<file path="config.mk">
export PLATFORM = sky130hd
export DESIGN_NAME = peripheral_mtimer_ahb4_flat
export DESIGN_NICKNAME = d
export VERILOG_FILES = /design/src/rtl/peripheral_mtimer_ahb4_if.sv /design/src/rtl/peripheral_mtimer_ahb4.sv /design/src/flat_wrapper.sv
export SDC_FILE = /design/constraint.sdc
export NUM_CORES = 1
export LEC_CHECK = 0
export ABC_AREA = 1
export CORE_ASPECT_RATIO = 1.25
export CORE_MARGIN = 8
export CORE_UTILIZATION = 50
export CTS_BUF_LIST = sky130_fd_sc_hd__clkbuf_8
export DETAILED_ROUTE_END_ITERATION = 8
export MAX_ROUTING_LAYER = met4
export PLACE_DENSITY = 0.75
export SYNTH_ARGS = -nofsm -noshare
export SYNTH_HDL_FRONTEND = slang
export SYNTH_SLANG_ARGS = --single-unit
</file>
<file path="constraint.sdc">
create_clock -name HCLK -period 5.92 [get_ports HCLK]
set_input_delay 1.776 -clock HCLK [delete_from_list [all_inputs] [get_ports HCLK]]
set_output_delay 1.776 -clock HCLK [all_outputs]
set_load 0.005 [all_outputs]
</file>
<file path="src/rtl/peripheral_mtimer_ahb4_if.sv">
// AHB4-Lite slave bus bundle for the multi-channel timer peripheral.
interface peripheral_mtimer_ahb4_if #(
    parameter int HADDR_SIZE = 32,
    parameter int HDATA_SIZE = 32
);
    logic                  HSEL;
    logic [HADDR_SIZE-1:0] HADDR;
    logic [HDATA_SIZE-1:0] HWDATA;
    logic [HDATA_SIZE-1:0] HRDATA;
    logic                  HWRITE;
    logic [2:0]            HSIZE;
    logic [2:0]            HBURST;
    logic [3:0]            HPROT;
    logic [1:0]            HTRANS;
    logic                  HREADYOUT;
    logic                  HREADY;
    logic                  HRESP;

    modport master (
        output HSEL, HADDR, HWDATA, HWRITE, HSIZE, HBURST, HPROT, HTRANS, HREADY,
        input  HRDATA, HREADYOUT, HRESP
    );

    modport slave (
        input  HSEL, HADDR, HWDATA, HWRITE, HSIZE, HBURST, HPROT, HTRANS, HREADY,
        output HRDATA, HREADYOUT, HRESP
    );
endinterface

</file>
<file path="src/rtl/peripheral_mtimer_ahb4.sv">
// Multi-channel AHB4-Lite timer: one global prescaler feeding TIMERS
// periodic/one-shot compare channels with W1C pending and registered interrupts.
module peripheral_mtimer_ahb4 #(
    parameter int HADDR_SIZE = 32,
    parameter int HDATA_SIZE = 32,
    parameter int TIMERS     = 4,
    parameter int CNT_WIDTH  = 32
) (
    input  logic                  HCLK,
    input  logic                  HRESETn,
    peripheral_mtimer_ahb4_if.slave ahb,
    output logic [TIMERS-1:0]     tint_ch,
    output logic                  tint
);
    logic                 gen_q, gen_d;
    logic [31:0]          prescale_q, prescale_d;
    logic [31:0]          pcnt_q, pcnt_d;
    logic [TIMERS-1:0]    ipend_q, ipend_d;
    logic [TIMERS-1:0]    ien_q, ien_d;
    logic [TIMERS-1:0]    en_q, en_d;
    logic [TIMERS-1:0]    os_q, os_d;
    logic [CNT_WIDTH-1:0] count_q [TIMERS];
    logic [CNT_WIDTH-1:0] count_d [TIMERS];
    logic [CNT_WIDTH-1:0] cmp_q   [TIMERS];
    logic [CNT_WIDTH-1:0] cmp_d   [TIMERS];
    logic [TIMERS-1:0]    tint_ch_q;
    logic                 tint_q;

    logic                 wr_q;
    logic [9:0]           waddr_q;
    logic [3:0]           wbe_q;
    logic [31:0]          rdata_q;

    logic                 ap_valid;
    logic [3:0]           ap_be;
    logic [31:0]          rmux;
    logic [31:0]          wdata;
    logic [31:0]          wmask;
    logic                 tick;
    logic                 presc_wr;
    logic [TIMERS-1:0]    w1c;
    logic [TIMERS-1:0]    hw_set;
    logic [TIMERS-1:0]    ch_wr;
    logic                 unused_ok;

    assign ahb.HREADYOUT = 1'b1;
    assign ahb.HRESP     = 1'b0;
    assign ahb.HRDATA    = rdata_q;
    assign tint_ch       = tint_ch_q;
    assign tint          = tint_q;
    assign unused_ok     = ^{ahb.HBURST, ahb.HPROT, ahb.HTRANS[0], ahb.HADDR[HADDR_SIZE-1:12]};

    // Only NONSEQ/SEQ transfers are real; the register map aliases every 4 KiB.
    assign ap_valid = ahb.HSEL & ahb.HREADY & ahb.HTRANS[1];
    assign wdata    = ahb.HWDATA[31:0];
    assign wmask    = {{8{wbe_q[3]}}, {8{wbe_q[2]}}, {8{wbe_q[1]}}, {8{wbe_q[0]}}};
    assign tick     = gen_q & (pcnt_q == 32'd0);

    always_comb begin
        ap_be = 4'b1111;
        case (ahb.HSIZE)
            3'b000:  ap_be = 4'b0001 << ahb.HADDR[1:0];
            3'b001:  ap_be = ahb.HADDR[1] ? 4'b1100 : 4'b0011;
            default: ap_be = 4'b1111;
        endcase
    end

    always_comb begin
        rmux = '0;
        if (ahb.HADDR[11:4] == 8'd0) begin
            case (ahb.HADDR[3:2])
                2'd0: rmux = {31'd0, gen_q};
                2'd1: rmux = prescale_q;
                2'd2: rmux[TIMERS-1:0] = ipend_q;
                2'd3: rmux[TIMERS-1:0] = ien_q;
                default: ;
            endcase
        end
        for (int n = 0; n < TIMERS; n++) begin
            if (ahb.HADDR[11:4] == 8'(n + 2)) begin
                case (ahb.HADDR[3:2])
                    2'd0: rmux = {30'd0, os_q[n], en_q[n]};
                    2'd1: rmux[CNT_WIDTH-1:0] = count_q[n];
                    2'd2: rmux[CNT_WIDTH-1:0] = cmp_q[n];
                    default: ;
                endcase
            end
        end
    end

    always_comb begin
        gen_d      = gen_q;
        prescale_d = prescale_q;
        ien_d      = ien_q;
        en_d       = en_q;
        os_d       = os_q;
        count_d    = count_q;
        cmp_d      = cmp_q;
        presc_wr   = 1'b0;
        w1c        = '0;
        hw_set     = '0;
        ch_wr      = '0;

        if (wr_q && waddr_q[9:2] == 8'd0) begin
            case (waddr_q[1:0])
                2'd0: gen_d = (gen_q & ~wmask[0]) | (wdata[0] & wmask[0]);
                2'd1: begin
                    prescale_d = (prescale_q & ~wmask) | (wdata & wmask);
                    presc_wr   = 1'b1;
                end
                2'd2: w1c = wdata[TIMERS-1:0] & wmask[TIMERS-1:0];
                2'd3: ien_d = (ien_q & ~wmask[TIMERS-1:0]) | (wdata[TIMERS-1:0] & wmask[TIMERS-1:0]);
                default: ;
            endcase
        end

        for (int n = 0; n < TIMERS; n++) begin
            if (wr_q && waddr_q[9:2] == 8'(n + 2)) begin
                case (waddr_q[1:0])
                    2'd0: begin
                        ch_wr[n] = 1'b1;
                        en_d[n]  = (en_q[n] & ~wmask[0]) | (wdata[0] & wmask[0]);
                        os_d[n]  = (os_q[n] & ~wmask[1]) | (wdata[1] & wmask[1]);
                    end
                    2'd1: begin
                        ch_wr[n]   = 1'b1;
                        count_d[n] = (count_q[n] & ~wmask[CNT_WIDTH-1:0])
                                   | (wdata[CNT_WIDTH-1:0] & wmask[CNT_WIDTH-1:0]);
                    end
                    2'd2: begin
                        ch_wr[n] = 1'b1;
                        cmp_d[n] = (cmp_q[n] & ~wmask[CNT_WIDTH-1:0])
                                 | (wdata[CNT_WIDTH-1:0] & wmask[CNT_WIDTH-1:0]);
                    end
                    default: ;
                endcase
            end
            // A bus write to this channel's registers suppresses the whole tick update.
            if (tick && en_q[n] && !ch_wr[n]) begin
                if (count_q[n] == cmp_q[n]) begin
                    hw_set[n] = 1'b1;
                    if (os_q[n]) en_d[n] = 1'b0;
                    else         count_d[n] = '0;
                end else begin
                    count_d[n] = count_q[n] + 1'b1;
                end
            end
        end

        ipend_d = (ipend_q & ~w1c) | hw_set;

        if (!gen_q || tick) pcnt_d = prescale_q;
        else                pcnt_d = pcnt_q - 32'd1;
        if (presc_wr)       pcnt_d = prescale_d;
    end

    always_ff @(posedge HCLK or negedge HRESETn) begin
        if (!HRESETn) begin
            wr_q    <= 1'b0;
            waddr_q <= '0;
            wbe_q   <= '0;
            rdata_q <= '0;
        end else begin
            wr_q <= ap_valid & ahb.HWRITE;
            if (ap_valid) begin
                waddr_q <= ahb.HADDR[11:2];
                wbe_q   <= ap_be;
            end
            if (ap_valid && !ahb.HWRITE) rdata_q <= rmux;
        end
    end

    always_ff @(posedge HCLK or negedge HRESETn) begin
        if (!HRESETn) begin
            gen_q      <= 1'b0;
            prescale_q <= '0;
            pcnt_q     <= '0;
            ipend_q    <= '0;
            ien_q      <= '0;
            en_q       <= '0;
            os_q       <= '0;
            tint_ch_q  <= '0;
            tint_q     <= 1'b0;
            for (int n = 0; n < TIMERS; n++) begin
                count_q[n] <= '0;
                cmp_q[n]   <= '0;
            end
        end else begin
            gen_q      <= gen_d;
            prescale_q <= prescale_d;
            pcnt_q     <= pcnt_d;
            ipend_q    <= ipend_d;
            ien_q      <= ien_d;
            en_q       <= en_d;
            os_q       <= os_d;
            count_q    <= count_d;
            cmp_q      <= cmp_d;
            tint_ch_q  <= ipend_q & ien_q;
            tint_q     <= |(ipend_q & ien_q);
        end
    end
endmodule

</file>
<file path="src/flat_wrapper.sv">
// flat-port wrapper written by rule: the top's interface ports become plain ports
module peripheral_mtimer_ahb4_flat 
#(
    parameter int HADDR_SIZE = 32,
    parameter int HDATA_SIZE = 32,
    parameter int TIMERS     = 4,
    parameter int CNT_WIDTH  = 32
)
  (HCLK, HRESETn, tint_ch, tint, ahb_HSEL, ahb_HADDR, ahb_HWDATA, ahb_HWRITE, ahb_HSIZE, ahb_HBURST, ahb_HPROT, ahb_HTRANS, ahb_HREADY, ahb_HRDATA, ahb_HREADYOUT, ahb_HRESP);
  peripheral_mtimer_ahb4_if #(.HADDR_SIZE(HADDR_SIZE), .HDATA_SIZE(HDATA_SIZE)) ahb_i ();
  input  logic HCLK;
  input  logic HRESETn;
  output logic [TIMERS-1:0] tint_ch;
  output logic tint;
  input wire logic [$bits(ahb_i.HSEL)-1:0] ahb_HSEL;
  input wire logic [$bits(ahb_i.HADDR)-1:0] ahb_HADDR;
  input wire logic [$bits(ahb_i.HWDATA)-1:0] ahb_HWDATA;
  input wire logic [$bits(ahb_i.HWRITE)-1:0] ahb_HWRITE;
  input wire logic [$bits(ahb_i.HSIZE)-1:0] ahb_HSIZE;
  input wire logic [$bits(ahb_i.HBURST)-1:0] ahb_HBURST;
  input wire logic [$bits(ahb_i.HPROT)-1:0] ahb_HPROT;
  input wire logic [$bits(ahb_i.HTRANS)-1:0] ahb_HTRANS;
  input wire logic [$bits(ahb_i.HREADY)-1:0] ahb_HREADY;
  output wire logic [$bits(ahb_i.HRDATA)-1:0] ahb_HRDATA;
  output wire logic [$bits(ahb_i.HREADYOUT)-1:0] ahb_HREADYOUT;
  output wire logic [$bits(ahb_i.HRESP)-1:0] ahb_HRESP;
  assign ahb_i.HSEL = ahb_HSEL;
  assign ahb_i.HADDR = ahb_HADDR;
  assign ahb_i.HWDATA = ahb_HWDATA;
  assign ahb_i.HWRITE = ahb_HWRITE;
  assign ahb_i.HSIZE = ahb_HSIZE;
  assign ahb_i.HBURST = ahb_HBURST;
  assign ahb_i.HPROT = ahb_HPROT;
  assign ahb_i.HTRANS = ahb_HTRANS;
  assign ahb_i.HREADY = ahb_HREADY;
  assign ahb_HRDATA = ahb_i.HRDATA;
  assign ahb_HREADYOUT = ahb_i.HREADYOUT;
  assign ahb_HRESP = ahb_i.HRESP;
  peripheral_mtimer_ahb4 #(.HADDR_SIZE(HADDR_SIZE), .HDATA_SIZE(HDATA_SIZE), .TIMERS(TIMERS), .CNT_WIDTH(CNT_WIDTH)) u_core (.HCLK(HCLK), .HRESETn(HRESETn), .ahb(ahb_i), .tint_ch(tint_ch), .tint(tint));
endmodule
</file>
==> reports/metrics.csv <==
stage;metric;value;unit
cts;CTS Buf Count;70;
detailed_routing;ANT nets after route;0;
min_path;hold_sp;u_core.ahb.HRDATA[12];
cts;CTS Root Cell;clkbuf_8;
detailed_routing;vias;29000;
power;switching share of power;0.361;
worst_setup_path;Worst Reg-to-Reg Cells;6;
min_path;worst hold path class;reg -> reg;
power;internal power;5.05;mW
synthesis;EDFF count, synth;0;
timing;worst hold margin;0.488;ns
timing;Final WS setup;1.55;ns
synthesis;synth top area cells;dfrtp_1, nand2_1, nand3_1;
cells_and_area;Reg area;9730;um2
synthesis;Syn Std Cell Area;27200;um2
floorplan;num ports;120;
worst_setup_path;Startpoint Class;input port;
timing;relative max-transition margin;0.149;
global_route;vias in the first global route;26600;
detailed_routing;drc violations;0;
cells_and_area;share of cells above drive strength 1;0.0592;
global_route;global-route wire length before repair;165000;um
flow_run;max_cap viols;0;
timing;RSZ-0062 raised after global routing;no;
cells_and_area;final net count;4363;
detailed_routing;first-pass detailed-route iteration total;7;
timing;fmax;0.229;GHz
global_route;initial antenna violation count;1;
power;IR drop worst, VDD;0.165;mV
placement;Final GP Congestion;1.06;
worst_setup_path;crit-path max FO;23;
floorplan;row count;95;
power;Sequential Power Share;0.402;
synthesis;Post-Syn Instances;4247;
floorplan;die height;277;um
power;Leakage;16.5;nW
cells_and_area;post-layout util;0.560;
timing;Final min period;4.37;ns
placement;placed cell area;28600;um2
timing;worst clock skew;0.0354;ns
power;Combinational Power Share;0.249;
worst_setup_path;reg2reg start;u_core.wbe_q[0];
cells_and_area;multi-input combinational cell area;15200;um2
timing;setup TNS;0;ns
worst_setup_path;Worst Path Arrival;4.96;ns
detailed_routing;wire length per cell;22.0;um
worst_setup_path;Reg-to-Reg End;u_core.count_q[103];
cts;# hold bufs at CTS;0;
cts;CTS tree;built;
floorplan;core area;53700;um2
min_path;hold path endpoint;u_core.ahb.HRDATA[12];
synthesis;post-synthesis async set-or-reset flop share;1.00;
timing;Least-Margin Pin Slew;1.28;ns
timing;Fin. Hold Viols;0;
floorplan;Starting Density;0.506;
detailed_routing;Via density;5.74;
synthesis;register bit total from synthesis;389;
synthesis;synth warn;0;
power;P per Cell Area;263;nW/um2
worst_setup_path;CP Class;in -> reg;
global_route;grt total ovfl;0;
floorplan;die area;62100;um2
detailed_routing;routed length on met1;41700;um
detailed_routing;Starting DRT DRC Count;3509;
detailed_routing;drt total wl;111000;um
floorplan;Die W;225;um
cts;clock latency on the worst-skew pair;0.69;ns
run_status;status;complete, no violations;
power;power share of the clock group;0.349;
detailed_routing;top sig layer;met4;
synthesis;sequential area share after synthesis;0.358;
placement;Buffers on Ports;89;
worst_setup_path;Crit path required time;6.51;ns
synthesis;top-count cell post-synth;nand2_1;
worst_setup_path;CP Capture Type;flip-flop;
timing;fin crit share;0.738;
cts;Sink Count;389;
detailed_routing;Met2 Wirelength;46400;um
placement;Setup WS pre-CTS;1.15;ns
global_route;pin count of the biggest net entering global routing;112;
placement;Post-DP HPWL;79900;um
cells_and_area;final instance area;30100;um2
detailed_routing;met3 WL;13300;um
cts;H-tree levels;3;
synthesis;count of different cell masters after synthesis;44;
cts;Setup Fix Bufs, Post-CTS;0;
global_route;All-Layer GR Usage;0.362;
min_path;hold path depth;2;
synthesis;Synth Net Count;4333;
cts;CTS max path bufs;3;
cells_and_area;P&R area growth vs syn;10.7;%
cts;cts repair resizes;0;
cts;CTS clk-pin slew, worst paths;0.06;ns
synthesis;share of the synthesized area in the top cell type;0.358;
worst_setup_path;R2R Setup Slk;2.51;ns
timing;Max Slew Vio Count;0;
synthesis;Main synth FF type;dfrtp_1;
power;NetSw;2.85;mW
timing;count of final setup violators;0;
synthesis;Synth Area per Inst;6.40;um2
cells_and_area;Fill cells;5384;
synthesis;most frequent cells after synthesis;nand2_1, nor2_1, dfrtp_1, inv_1, nand3_1;
synthesis;largest area contributor in the netlist;dfrtp_1;
[per-layer routing]
metal,vias to the layer above,track usage
met4,0,0.268
li1,13500,-
met5,-,-
met1,13300,0.444
met3,426,0.0935
met2,1687,0.509
[worst max path at each step]
stage / start / end / cells after the start
floorplan: ahb_HADDR[10] / u_core.ahb.HRDATA[1] / 9
detailed placement: ahb_HADDR[9] / u_core.ahb.HRDATA[8] / 9
global route: ahb_HADDR[9] / u_core.ahb.HRDATA[8] / 9
finish: ahb_HADDR[9] / u_core.ahb.HRDATA[8] / 9
CTS: ahb_HADDR[9] / u_core.ahb.HRDATA[8] / 9
global placement: ahb_HADDR[9] / u_core.ahb.HRDATA[8] / 9
[power by group through the flow]
stage / Clock [mW] / Sequential [mW] / Combinational (mW)
after global placement: 0 / 3.21 / 1.89
final: 2.76 / 3.18 / 1.97
after global routing: 2.87 / 3.19 / 2.17
after detailed placement: 0 / 3.21 / 1.91
after floorplan: 0 / 3.10 / 1.28
after CTS: 2.77 / 3.16 / 1.92
[per-stage QoR]
step	power (mW)	std cells
after CTS	7.85	5050
after floorplan	4.38	4247
after global routing	8.24	5051
final	7.91	5053
after detailed placement	5.12	4932
after global placement	5.10	4932
[cell usage in the layout, fill, tap and decap left out, types with 6 or more instances in the layout]
master	instances
dfrtp_1	389
xor2_1	120
o22ai_1	63
clkbuf_8	96
inv_1	373
a21oi_1	80
nand2_2	15
nand4_2	6
a22oi_1	12
nor2_1	387
nor2_4	13
o21ai_2	13
nand3_1	304
buf_4	28
o21ai_0	196
nor3_1	35
xnor2_1	74
clkdlybuf4s50_1	88
o21ai_1	145
a31oi_1	21
a22o_1	10
inv_2	35
nand2_1	1711
nand4_1	31
nor2_2	19
[worst max-delay path, stage by stage]
cell             delay (ns)
clkdlybuf4s50_1        0.40
inv_1                  0.15
nand4_1                0.42
nor2_2                 1.12
buf_4                  0.30
nand3_1                0.08
nand2_1                0.19
a21oi_1                0.24
a31oi_1                0.26
[layout make-up]
| type | count | share of cell area |
|---|---|---|
| multi-input combinational | 3297 | 0.507 |
| sequential | 389 | 0.324 |
| inverter | 397 | 0.0496 |
| clock buffer | 96 | 0.0439 |
| timing repair buffer | 122 | 0.0401 |
| tap | 727 | 0.0303 |
| clock inverter | 22 | 0.00512 |
| antenna | 3 | 0.000250 |
[cell families (layout without fill, tap and decap cells)]
group | after synthesis | in the layout | synth area share
simple gates | 2544 | 2544 | 0.383
buf+inv | 561 | 637 | 0.0822
compound gates | 552 | 552 | 0.111
flops | 389 | 389 | 0.358
xor+xnor | 194 | 194 | 0.0625
fa+ha+maj | 5 | 5 | 0.00230
other cells | 2 | 5 | 0.000276
Power figures use the tool's default switching activity.
